$ cat src/rtl/uart_note_encoder_if.sv
// uart_note_encoder_if
// Bundles the note-encoder data/handshake signals.
//   note_in         : 7-bit note vector to transmit
//   send_in         : single-cycle send request
//   enable_in       : 1 = new frames may start
//   tx_out          : UART serial line, idle high
//   busy_out        : high while a frame is in flight
//   done_out        : one-cycle pulse at end of stop bit
//   frame_count_out : completed frame counter (wraps)
// master: the note source (drives requests, observes status).
// slave : the encoder itself.
interface uart_note_encoder_if;
  logic [6:0] note_in;
  logic       send_in;
  logic       enable_in;
  logic       tx_out;
  logic       busy_out;
  logic       done_out;
  logic [7:0] frame_count_out;

  modport master (
    output note_in, send_in, enable_in,
    input  tx_out, busy_out, done_out, frame_count_out
  );

  modport slave (
    input  note_in, send_in, enable_in,
    output tx_out, busy_out, done_out, frame_count_out
  );
endinterface

$ cat src/rtl/uart_note_encoder.sv
// uart_note_encoder
// 8N1 UART transmitter for the 7-bit note vector. A frame goes out when the
// note changes, on send_in, or on a periodic refresh so a late-joining
// receiver resynchronises. Data byte = {even-parity bit, note[6:0]}.
// Ports:
//   clk_in : system clock
//   rst_in : synchronous active-high reset
//   bus    : uart_note_encoder_if.slave (note/send/enable in, tx/busy/done/count out)
module uart_note_encoder #(
  parameter int CLKS_PER_BIT   = 868,
  parameter int REFRESH_CYCLES = 10_000_000
) (
  input  logic                      clk_in,
  input  logic                      rst_in,
  uart_note_encoder_if.slave        bus
);

  localparam int CW = $clog2(CLKS_PER_BIT);
  localparam int RW = $clog2(REFRESH_CYCLES);

  typedef enum logic [1:0] {
    S_IDLE  = 2'd0,
    S_START = 2'd1,
    S_DATA  = 2'd2,
    S_STOP  = 2'd3
  } state_t;

  state_t        r_state;
  logic [CW-1:0] r_baud_cnt;
  logic [2:0]    r_bit_idx;
  logic [7:0]    r_shreg;
  logic [6:0]    r_last_note;
  logic          r_pending;
  logic [RW-1:0] r_refresh_cnt;
  logic          r_tx;
  logic          r_busy;
  logic          r_done;
  logic [7:0]    r_frame_count;

  logic          w_event;
  logic          w_trig;
  logic          w_start;
  logic          w_bit_end;
  logic          w_refresh_fire;
  logic [2:0]    w_next_idx;

  // Bit 7 makes the total number of ones in the byte even.
  function automatic logic [7:0] f_frame_byte(input logic [6:0] note);
    return {^note, note};
  endfunction

  // Trigger, bit-timing and refresh decode.
  always_comb begin
    w_event        = bus.send_in | (bus.note_in != r_last_note);
    w_trig         = w_event | r_pending;
    w_start        = (r_state == S_IDLE) & bus.enable_in & w_trig;
    w_bit_end      = (r_baud_cnt == CW'(CLKS_PER_BIT - 1));
    w_refresh_fire = bus.enable_in & (r_refresh_cnt == RW'(REFRESH_CYCLES - 1));
    w_next_idx     = r_bit_idx + 3'd1;
  end

  // Transmit FSM, pending/refresh bookkeeping and registered outputs.
  always_ff @(posedge clk_in) begin
    if (rst_in) begin
      r_state       <= S_IDLE;
      r_baud_cnt    <= '0;
      r_bit_idx     <= 3'd0;
      r_shreg       <= 8'd0;
      r_last_note   <= 7'd0;
      r_pending     <= 1'b0;
      r_refresh_cnt <= '0;
      r_tx          <= 1'b1;
      r_busy        <= 1'b0;
      r_done        <= 1'b0;
      r_frame_count <= 8'd0;
    end else begin
      r_done <= 1'b0;

      // A frame start restarts the refresh interval; disable holds it at zero.
      if (w_start || !bus.enable_in || w_refresh_fire) begin
        r_refresh_cnt <= '0;
      end else begin
        r_refresh_cnt <= r_refresh_cnt + RW'(1);
      end

      // Events during a frame collapse into one follow-up frame.
      if (w_start) begin
        r_pending <= 1'b0;
      end else if (w_refresh_fire || ((r_state != S_IDLE) && w_event)) begin
        r_pending <= 1'b1;
      end else begin
        r_pending <= r_pending;
      end

      case (r_state)
        S_IDLE: begin
          if (w_start) begin
            r_shreg     <= f_frame_byte(bus.note_in);
            r_last_note <= bus.note_in;
            r_baud_cnt  <= '0;
            r_tx        <= 1'b0;
            r_busy      <= 1'b1;
            r_state     <= S_START;
          end
        end
        S_START: begin
          if (w_bit_end) begin
            r_baud_cnt <= '0;
            r_bit_idx  <= 3'd0;
            r_tx       <= r_shreg[0];
            r_state    <= S_DATA;
          end else begin
            r_baud_cnt <= r_baud_cnt + CW'(1);
          end
        end
        S_DATA: begin
          if (w_bit_end) begin
            r_baud_cnt <= '0;
            if (r_bit_idx == 3'd7) begin
              r_tx    <= 1'b1;
              r_state <= S_STOP;
            end else begin
              r_bit_idx <= w_next_idx;
              r_tx      <= r_shreg[w_next_idx];
            end
          end else begin
            r_baud_cnt <= r_baud_cnt + CW'(1);
          end
        end
        S_STOP: begin
          if (w_bit_end) begin
            r_baud_cnt    <= '0;
            r_busy        <= 1'b0;
            r_done        <= 1'b1;
            r_frame_count <= r_frame_count + 8'd1;
            r_state       <= S_IDLE;
          end else begin
            r_baud_cnt <= r_baud_cnt + CW'(1);
          end
        end
        default: begin
          r_tx    <= 1'b1;
          r_busy  <= 1'b0;
          r_state <= S_IDLE;
        end
      endcase
    end
  end

  assign bus.tx_out          = r_tx;
  assign bus.busy_out        = r_busy;
  assign bus.done_out        = r_done;
  assign bus.frame_count_out = r_frame_count;

endmodule

$ cat src/flat_wrapper.sv
// flat-port wrapper written by rule: the top's interface ports become plain ports
module uart_note_encoder_flat 
#(
  parameter int CLKS_PER_BIT   = 868,
  parameter int REFRESH_CYCLES = 10_000_000
)
  (clk_in, rst_in, bus_note_in, bus_send_in, bus_enable_in, bus_tx_out, bus_busy_out, bus_done_out, bus_frame_count_out);
  uart_note_encoder_if bus_i ();
  input  logic clk_in;
  input  logic rst_in;
  input wire logic [$bits(bus_i.note_in)-1:0] bus_note_in;
  input wire logic [$bits(bus_i.send_in)-1:0] bus_send_in;
  input wire logic [$bits(bus_i.enable_in)-1:0] bus_enable_in;
  output wire logic [$bits(bus_i.tx_out)-1:0] bus_tx_out;
  output wire logic [$bits(bus_i.busy_out)-1:0] bus_busy_out;
  output wire logic [$bits(bus_i.done_out)-1:0] bus_done_out;
  output wire logic [$bits(bus_i.frame_count_out)-1:0] bus_frame_count_out;
  assign bus_i.note_in = bus_note_in;
  assign bus_i.send_in = bus_send_in;
  assign bus_i.enable_in = bus_enable_in;
  assign bus_tx_out = bus_i.tx_out;
  assign bus_busy_out = bus_i.busy_out;
  assign bus_done_out = bus_i.done_out;
  assign bus_frame_count_out = bus_i.frame_count_out;
  uart_note_encoder #(.CLKS_PER_BIT(CLKS_PER_BIT), .REFRESH_CYCLES(REFRESH_CYCLES)) u_core (.clk_in(clk_in), .rst_in(rst_in), .bus(bus_i));
endmodule
$ cat config.mk
export PLATFORM = sky130hd
export DESIGN_NAME = uart_note_encoder_flat
export DESIGN_NICKNAME = d
export VERILOG_FILES = /design/src/rtl/uart_note_encoder_if.sv /design/src/rtl/uart_note_encoder.sv /design/src/flat_wrapper.sv
export SDC_FILE = /design/constraint.sdc
export NUM_CORES = 1
export LEC_CHECK = 0
export CORE_MARGIN = 3
export CORE_UTILIZATION = 35
export CTS_CLUSTER_DIAMETER = 120
export DETAILED_ROUTE_END_ITERATION = 7
export GPL_ROUTABILITY_DRIVEN = 1
export SYNTH_ARGS = -nofsm -noshare
export SYNTH_HDL_FRONTEND = slang
export SYNTH_SLANG_ARGS = --single-unit
$ cat constraint.sdc
create_clock -name clk_in -period 3.5 [get_ports clk_in]
set_input_delay 0.7 -clock clk_in [delete_from_list [all_inputs] [get_ports clk_in]]
set_output_delay 0.7 -clock clk_in [all_outputs]
set_load 0.01 [all_outputs]
==> reports/qor.txt, run 1 <==
status -> finished, final reports clean
cell area after synthesis -> 2930 um2
Core ar. -> 7928 um2
clk root buf -> clkbuf_8
H-tree depth -> 3
yosys warns -> 0
Sum Neg Setup Slack -> 0 ns
I/O pin cnt -> 22
syn_nets -> 349
GP Congestion -> 0.7635
die width -> 97.50 um
clk sinks -> 59
initial antenna violation count -> 0
TritonCTS clock tree -> done
final setup fails -> 0
vias after detailed routing -> 2382
Longest Clk Path Bufs -> 2
reg2reg start -> u_core.r_baud_cnt[0]
Die Ht -> 97.50 um
vias in the first global route -> 2232
Post-Layout Cell Count -> 458
DR iter-0 viols -> 121
first-pass GRT wire length -> 10.18 mm
Slew headroom -> 0.5195
worst r2r path cells -> 6
Fmax -> 387.8 MHz
detailed-route DRC error count -> 0
fillers -> 819
Inserted Diodes -> 0
leading cell type in the layout, fill and taps excluded -> dfxtp_1
input/output buffers -> 21
hold buffer count at cts -> 0
die area -> 9506 um2
layout cells sized above 1 -> 0.07022
Final ANT Viol Nets -> 0
min-delay src -> u_core.r_refresh_cnt[0]
Setup CP Type -> in2reg
Buf/Inv on CP -> 1
Initial Util -> 0.3696
Syn Inst Count -> 328
detailed placement HPWL -> 4.213 mm
max-cap check violation count -> 0
WL per Instance -> 13.19 um
Clock Skew -> 0.009799 ns
count of different cell masters after synthesis -> 47
Tmin final -> 2.578 ns
Final Core Density -> 0.4309
Final Hold Fails -> 0
Design Power -> 0.001866 W
worst skew pair latency -> 0.34 ns
FF+latch area -> 1181 um2
clk slew on worst S/H paths -> 0.06 ns
Worst VDD drop -> 222.7 uV
FP Rows -> 32
Post-CTS Setup Bufs -> 0
worst path arrival time -> 2.84 ns
CP Cell Sequence -> clkdlybuf4s50_1, xnor2_1, nand4_1, or2_0, a2111o_1, a21oi_1
period utilization -> 0.7367
first-pass iteration count of the detailed router -> 4
Max FO, Critical Path -> 23
Total GRT Usage -> 0.1290
Worst setup EP type -> register
footprint of the multi-input gates -> 1653 um2
slew at the pin with the worst max-slew slack -> 0.7207 ns
critical path required time -> 3.76 ns
number of flops mapped to enable cells by yosys -> 0
CTS buffer count -> 9
fin nets -> 372
mean post-synth cell area -> 8.934 um2
setup slack, reg-to-reg -> 1.21 ns
Seq/Total Area, Yosys -> 0.4031
overall routed net length -> 6.042 mm
Hold Crit Depth -> 1
RR Endpoint -> u_core.r_baud_cnt[8]
Top FF cell, synth -> dfxtp_1
Leak -> 1.158 nW
Hold/Removal Path Class -> reg2reg
max-slew violation count -> 0
Async SR Flop Fraction -> 0
grt ovf -> 0
post-cts resize count -> 0
RSZ-0062 raised after global routing -> false
largest net degree at the start of global routing -> 38
Slowest Stage Delay on Critical Path -> 0.73 ns
P&R area growth vs syn -> 16.57%
Hold Path Sink -> u_core.r_refresh_cnt[0]
commonest non-fill, non-tap cells in the layout -> 59 x dfxtp_1, 54 x nor2_1, 24 x xnor2_1
power per cell area -> 546.2 nW/um2
family with the most delay on the worst path -> compound AO/OA/AOI/OAI gates
vias per inst -> 5.201
crit path launch type -> input pin
slowest library cell on the worst path -> a2111o_1
Placed Cells -> 442
Seq cells post-synth -> 59
## cell families after synthesis
family | after synthesis | share of synthesized area
buffers and inverters | 21 | 0.03288
multiplexers | 12 | 0.04996
flip-flops | 59 | 0.4031
adder cells (fa/ha/maj) | 10 | 0.04270
AND/OR/NAND/NOR | 138 | 0.2408
XOR/XNOR | 40 | 0.1196
AO/OA/AOI/OAI | 48 | 0.1110
## cell usage after synthesis, types with 2 or more instances
library cell | count | share of area
o21ai_0 | 9 | 0.015
a41oi_1 | 2 | 0.0060
and4_1 | 2 | 0.0060
and3_1 | 4 | 0.0085
nor3_1 | 9 | 0.015
nand2_1 | 15 | 0.019
dfxtp_1 | 59 | 0.40
nand3_1 | 17 | 0.029
nor4b_1 | 3 | 0.0090
nor4_1 | 4 | 0.0085
a211oi_1 | 3 | 0.0077
inv_1 | 10 | 0.013
nand2b_1 | 2 | 0.0043
mux4_2 | 2 | 0.015
a2111oi_0 | 2 | 0.0060
xor2_1 | 16 | 0.048
nand4_1 | 12 | 0.026
buf_6 | 2 | 0.0077
nor2_1 | 54 | 0.069
ha_1 | 10 | 0.043
or3_1 | 5 | 0.011
clkbuf_1 | 7 | 0.0090
xnor2_1 | 24 | 0.072
a311oi_1 | 6 | 0.018
a22o_1 | 3 | 0.0090
a21oi_1 | 16 | 0.027
buf_2 | 2 | 0.0034
mux2i_1 | 9 | 0.031
## worst register-to-register path, stage by stage, from the launching register on
cell and delay [ns]:
dfxtp_1 0.37, ha_1 0.23, nor4bb_2 0.51, and3_1 0.44, nor2_1 0.25, a41oi_1 0.30, a311oi_1 0.07
## per-layer routing
metal	vias up	global-route usage	share of wire
met5	-	0	0
met4	0	0.06390	0.018
met3	10	0.02728	0.038
met2	45	0.2024	0.45
met1	1108	0.1672	0.49
li1	1219	-	-
## cell type report
| class | count | share of cell area |
|---|---|---|
| Multi-Input combinational cell | 248 | 0.4839 |
| Sequential cell | 59 | 0.3458 |
| Timing Repair Buffer | 23 | 0.06593 |
| Clock buffer | 15 | 0.05458 |
| Tap cell | 102 | 0.03736 |
| Inverter | 10 | 0.01099 |
| Clock inverter | 1 | 0.001465 |
## sequential cells by signal, summed over array words and instances (netlist names)
signal / flops
u_core.bus.tx_out: 1
u_core.r_shreg: 2
u_core.r_bit_idx: 3
u_core.bus.done_out: 1
u_core.r_pending: 1
u_core.r_state: 2
u_core.bus.busy_out: 1
u_core.r_baud_cnt: 10
u_core.r_last_note: 6
u_core.r_refresh_cnt: 24
u_core.bus.frame_count_out: 8
## power breakdown
group          internal, W  switching, W  total, W
Sequential        0.000729     0.0000450  0.000774
Clock             0.000334      0.000258  0.000592
Combinational     0.000202      0.000299  0.000500
## through the flow
| step | setup slack, ns | cell area [um2] | hold slack, ns |
|---|---|---|---|
| 2_1_floorplan | 1.482 | 2930 | 0.4294 |
| 3_3_place_gp | 0.6100 | 3224 | 0.4450 |
| 3_5_place_dp | 0.5605 | 3224 | 0.4562 |
| 4_1_cts | 0.9093 | 3416 | 0.4687 |
| 5_1_grt | 0.7035 | 3416 | 0.4975 |
| 6_report | 0.9215 | 3416 | 0.4608 |
## worst max path at each step
stage | from | end | slack, ns | cells past startpoint
floorplan | bus_note_in[1] | u_core.r_refresh_cnt[7] | 1.48 | 6
global placement | bus_note_in[3] | u_core.r_refresh_cnt[21] | 0.61 | 6
detailed placement | bus_note_in[3] | u_core.r_refresh_cnt[21] | 0.56 | 6
CTS | bus_note_in[3] | u_core.r_refresh_cnt[21] | 0.91 | 6
global route | bus_note_in[1] | u_core.r_refresh_cnt[4] | 0.70 | 6
finish | bus_note_in[3] | u_core.r_refresh_cnt[21] | 0.92 | 6
Power figures use the tool's default switching activity.
==> inputs of run 2 (changes only) <==
==> constraint.sdc (replaced) <==
create_clock -name clk_in -period 2.2 [get_ports clk_in]
set_input_delay 0.44 -clock clk_in [delete_from_list [all_inputs] [get_ports clk_in]]
set_output_delay 0.44 -clock clk_in [all_outputs]
set_load 0.01 [all_outputs]
==> reports/qor.txt, run 2 (synthesis gave the netlist of run 1 again) <==
Biggest register -> u_core.r_refresh_cnt (unchanged)
CP Cell Sequence -> ha_1, nor4bb_4, and3_1, nor2_1, o21ai_0, a311oi_1 (was clkdlybuf4s50_1, xnor2_1, nand4_1, or2_0, a2111o_1, a21oi_1)
max-slew violation count -> 0 (unchanged)
Max FO, Critical Path -> 11 (was 23)
FP Rows -> 32 (unchanged)
die width -> 97.50 um (unchanged)
Crit path depth -> 6 (unchanged)
Slowest Stage Delay on Critical Path -> 0.56 ns (was 0.73 ns)
RSZ-0062 raised after global routing -> false (unchanged)
RR Endpoint -> u_core.r_baud_cnt[9] (was u_core.r_baud_cnt[8])
crit path launch type -> register (was input pin)
Inserted Diodes -> 0 (unchanged)
Setup CP Type -> reg2reg (was in2reg)
first-pass GRT wire length -> 10.60 mm (was 10.18 mm)
post-cts resize count -> 0 (unchanged)
clk slew on worst S/H paths -> 0.07 ns (was 0.06 ns)
Hold/Removal Path Class -> reg2reg (unchanged)
reg2reg start -> u_core.r_baud_cnt[0] (unchanged)
Worst VDD drop -> 446.6 uV (was 222.7 uV)
status -> finished, final reports clean (unchanged)
Slew headroom -> 0.5124 (was 0.5195)
slew at the pin with the worst max-slew slack -> 0.7288 ns (was 0.7207 ns)
worst r2r path cells -> 6 (unchanged)
commonest non-fill, non-tap cells in the layout -> 59 x dfxtp_1, 54 x nor2_1, 25 x buf_4 (was 59 x dfxtp_1, 54 x nor2_1, 24 x xnor2_1)
slowest library cell on the worst path -> nor2_1 (was a2111o_1)
hold buffer count at cts -> 0 (unchanged)
grt ovf -> 0 (unchanged)
Post-CTS Setup Bufs -> 0 (unchanged)
vias in the first global route -> 2254 (was 2232)
die area -> 9506 um2 (unchanged)
power per cell area -> 832.9 nW/um2 (was 546.2 nW/um2)
Core ar. -> 7928 um2 (unchanged)
vias per inst -> 5.166 (was 5.201)
leading cell type in the layout, fill and taps excluded -> dfxtp_1 (unchanged)
max-cap check violation count -> 0 (unchanged)
overall routed net length -> 6.163 mm (was 6.042 mm)
Longest Clk Path Bufs -> 2 (unchanged)
first-pass iteration count of the detailed router -> 5 (was 4)
layout cells sized above 1 -> 0.1293 (was 0.07022)
I/O pin cnt -> 22 (unchanged)
Largest register FFs -> 24 (unchanged)
Tmin final -> 2.052 ns
worst skew pair latency -> 0.34 ns (about the same)
Final ANT Viol Nets -> 0 (unchanged)
Final Core Density -> 0.4523 (was 0.4309)
detailed-route DRC error count -> 0 (unchanged)
Clock Skew -> 0.009658 ns (was 0.009799 ns)
input/output buffers -> 21 (unchanged)
vias after detailed routing -> 2485 (was 2382)
clk root buf -> clkbuf_8 (unchanged)
detailed placement HPWL -> 4.468 mm (was 4.213 mm)
CTS buffer count -> 9 (unchanged)
final setup fails -> 0 (unchanged)
period utilization -> 0.9329
P&R area growth vs syn -> 22.37% (was 16.57%)
Design Power -> 0.002987 W (was 0.001866 W)
setup slack, reg-to-reg -> 0.15 ns (was 1.21 ns)
Die Ht -> 97.50 um (unchanged)
TritonCTS clock tree -> done (unchanged)
GP Congestion -> 0.7862 (was 0.7635)
fin nets -> 395 (was 372)
H-tree depth -> 3 (unchanged)
Buf/Inv on CP -> 0 (was 1)
Total GRT Usage -> 0.1340 (was 0.1290)
worst setup path endpoint -> u_core.r_baud_cnt[9] (was u_core.r_refresh_cnt[21])
largest net degree at the start of global routing -> 21 (was 38)
family with the most delay on the worst path -> simple AND/OR/NAND/NOR gates (was compound AO/OA/AOI/OAI gates)
initial antenna violation count -> 0 (unchanged)
Final Hold Fails -> 0 (unchanged)
critical path required time -> 2.45 ns (was 3.76 ns)
Fmax -> 487.3 MHz
DR iter-0 viols -> 102 (was 121)
WL per Instance -> 12.81 um (was 13.19 um)
clk sinks -> 59 (unchanged)
hold slack -> 0.4638 ns (was 0.4608 ns)
Leak -> 1.257 nW (was 1.158 nW)
worst path arrival time -> 2.30 ns (was 2.84 ns)
Worst setup EP type -> register (unchanged)
Initial Util -> 0.3696 (unchanged)
CP Launch Point -> u_core.r_baud_cnt[0] (was bus_note_in[3])
## run 2: worst min path at each step
stage                             from                 endpoint  slack, ns  depth (start not counted)
6_report       u_core.r_refresh_cnt[0]  u_core.r_refresh_cnt[0]       0.46                          1
5_1_grt        u_core.r_refresh_cnt[0]  u_core.r_refresh_cnt[0]       0.49                          1
4_1_cts        u_core.r_refresh_cnt[0]  u_core.r_refresh_cnt[0]       0.47                          1
3_5_place_dp   u_core.r_refresh_cnt[0]  u_core.r_refresh_cnt[0]       0.45                          1
3_3_place_gp   u_core.r_refresh_cnt[0]  u_core.r_refresh_cnt[0]       0.44                          1
2_1_floorplan  u_core.r_refresh_cnt[0]  u_core.r_refresh_cnt[0]       0.43                          1
## run 2: worst register-to-register path, delay by kind of cell, from the launching register on
kind | cells | cell delay [ns]
adder cells (fa/ha/maj) | 1 | 0.24
flip-flops | 1 | 0.33
AO/OA/AOI/OAI | 2 | 0.47
AND/OR/NAND/NOR | 3 | 0.94
## run 2: final cells by class
cell class / instances / area [um2]
fillers: 805 / 4342
multi-input cells: 248 / 1662
flip-flops and latches: 59 / 1181
repair buffers: 46 / 397.9
clock buffers: 12 / 155.1
well taps: 102 / 127.6
inverters: 10 / 37.54
clock inverters: 4 / 25.02
## run 2: per-layer routing
layer	GRT usage	share of wire	wire length, um
met5	0	0	0
met3	0.03518	0.035	218
met4	0.05431	0.019	118
met2	0.2061	0.45	2749
met1	0.1779	0.50	3077
## run 2: where the power goes
group / switching, W / leakage [nW] / internal [W]
combinational: 0.000480 / 0.691 / 0.000376
sequential: 0.0000707 / 0.478 / 0.00116
clock: 0.000435 / 0.0884 / 0.000466
total: 0.000986 / 1.26 / 0.00200
## run 2: through the flow
step	setup TNS, ns	cell area, um2	worst slack, ns	cells
4_1_cts	0	3577	0.1234	481
2_1_floorplan	0	2930	0.3289	328
3_3_place_gp	-2.362	3397	-0.1066	465
3_5_place_dp	-3.294	3397	-0.1459	465
5_1_grt	0	3586	0.009366	481
6_report	0	3586	0.1477	481
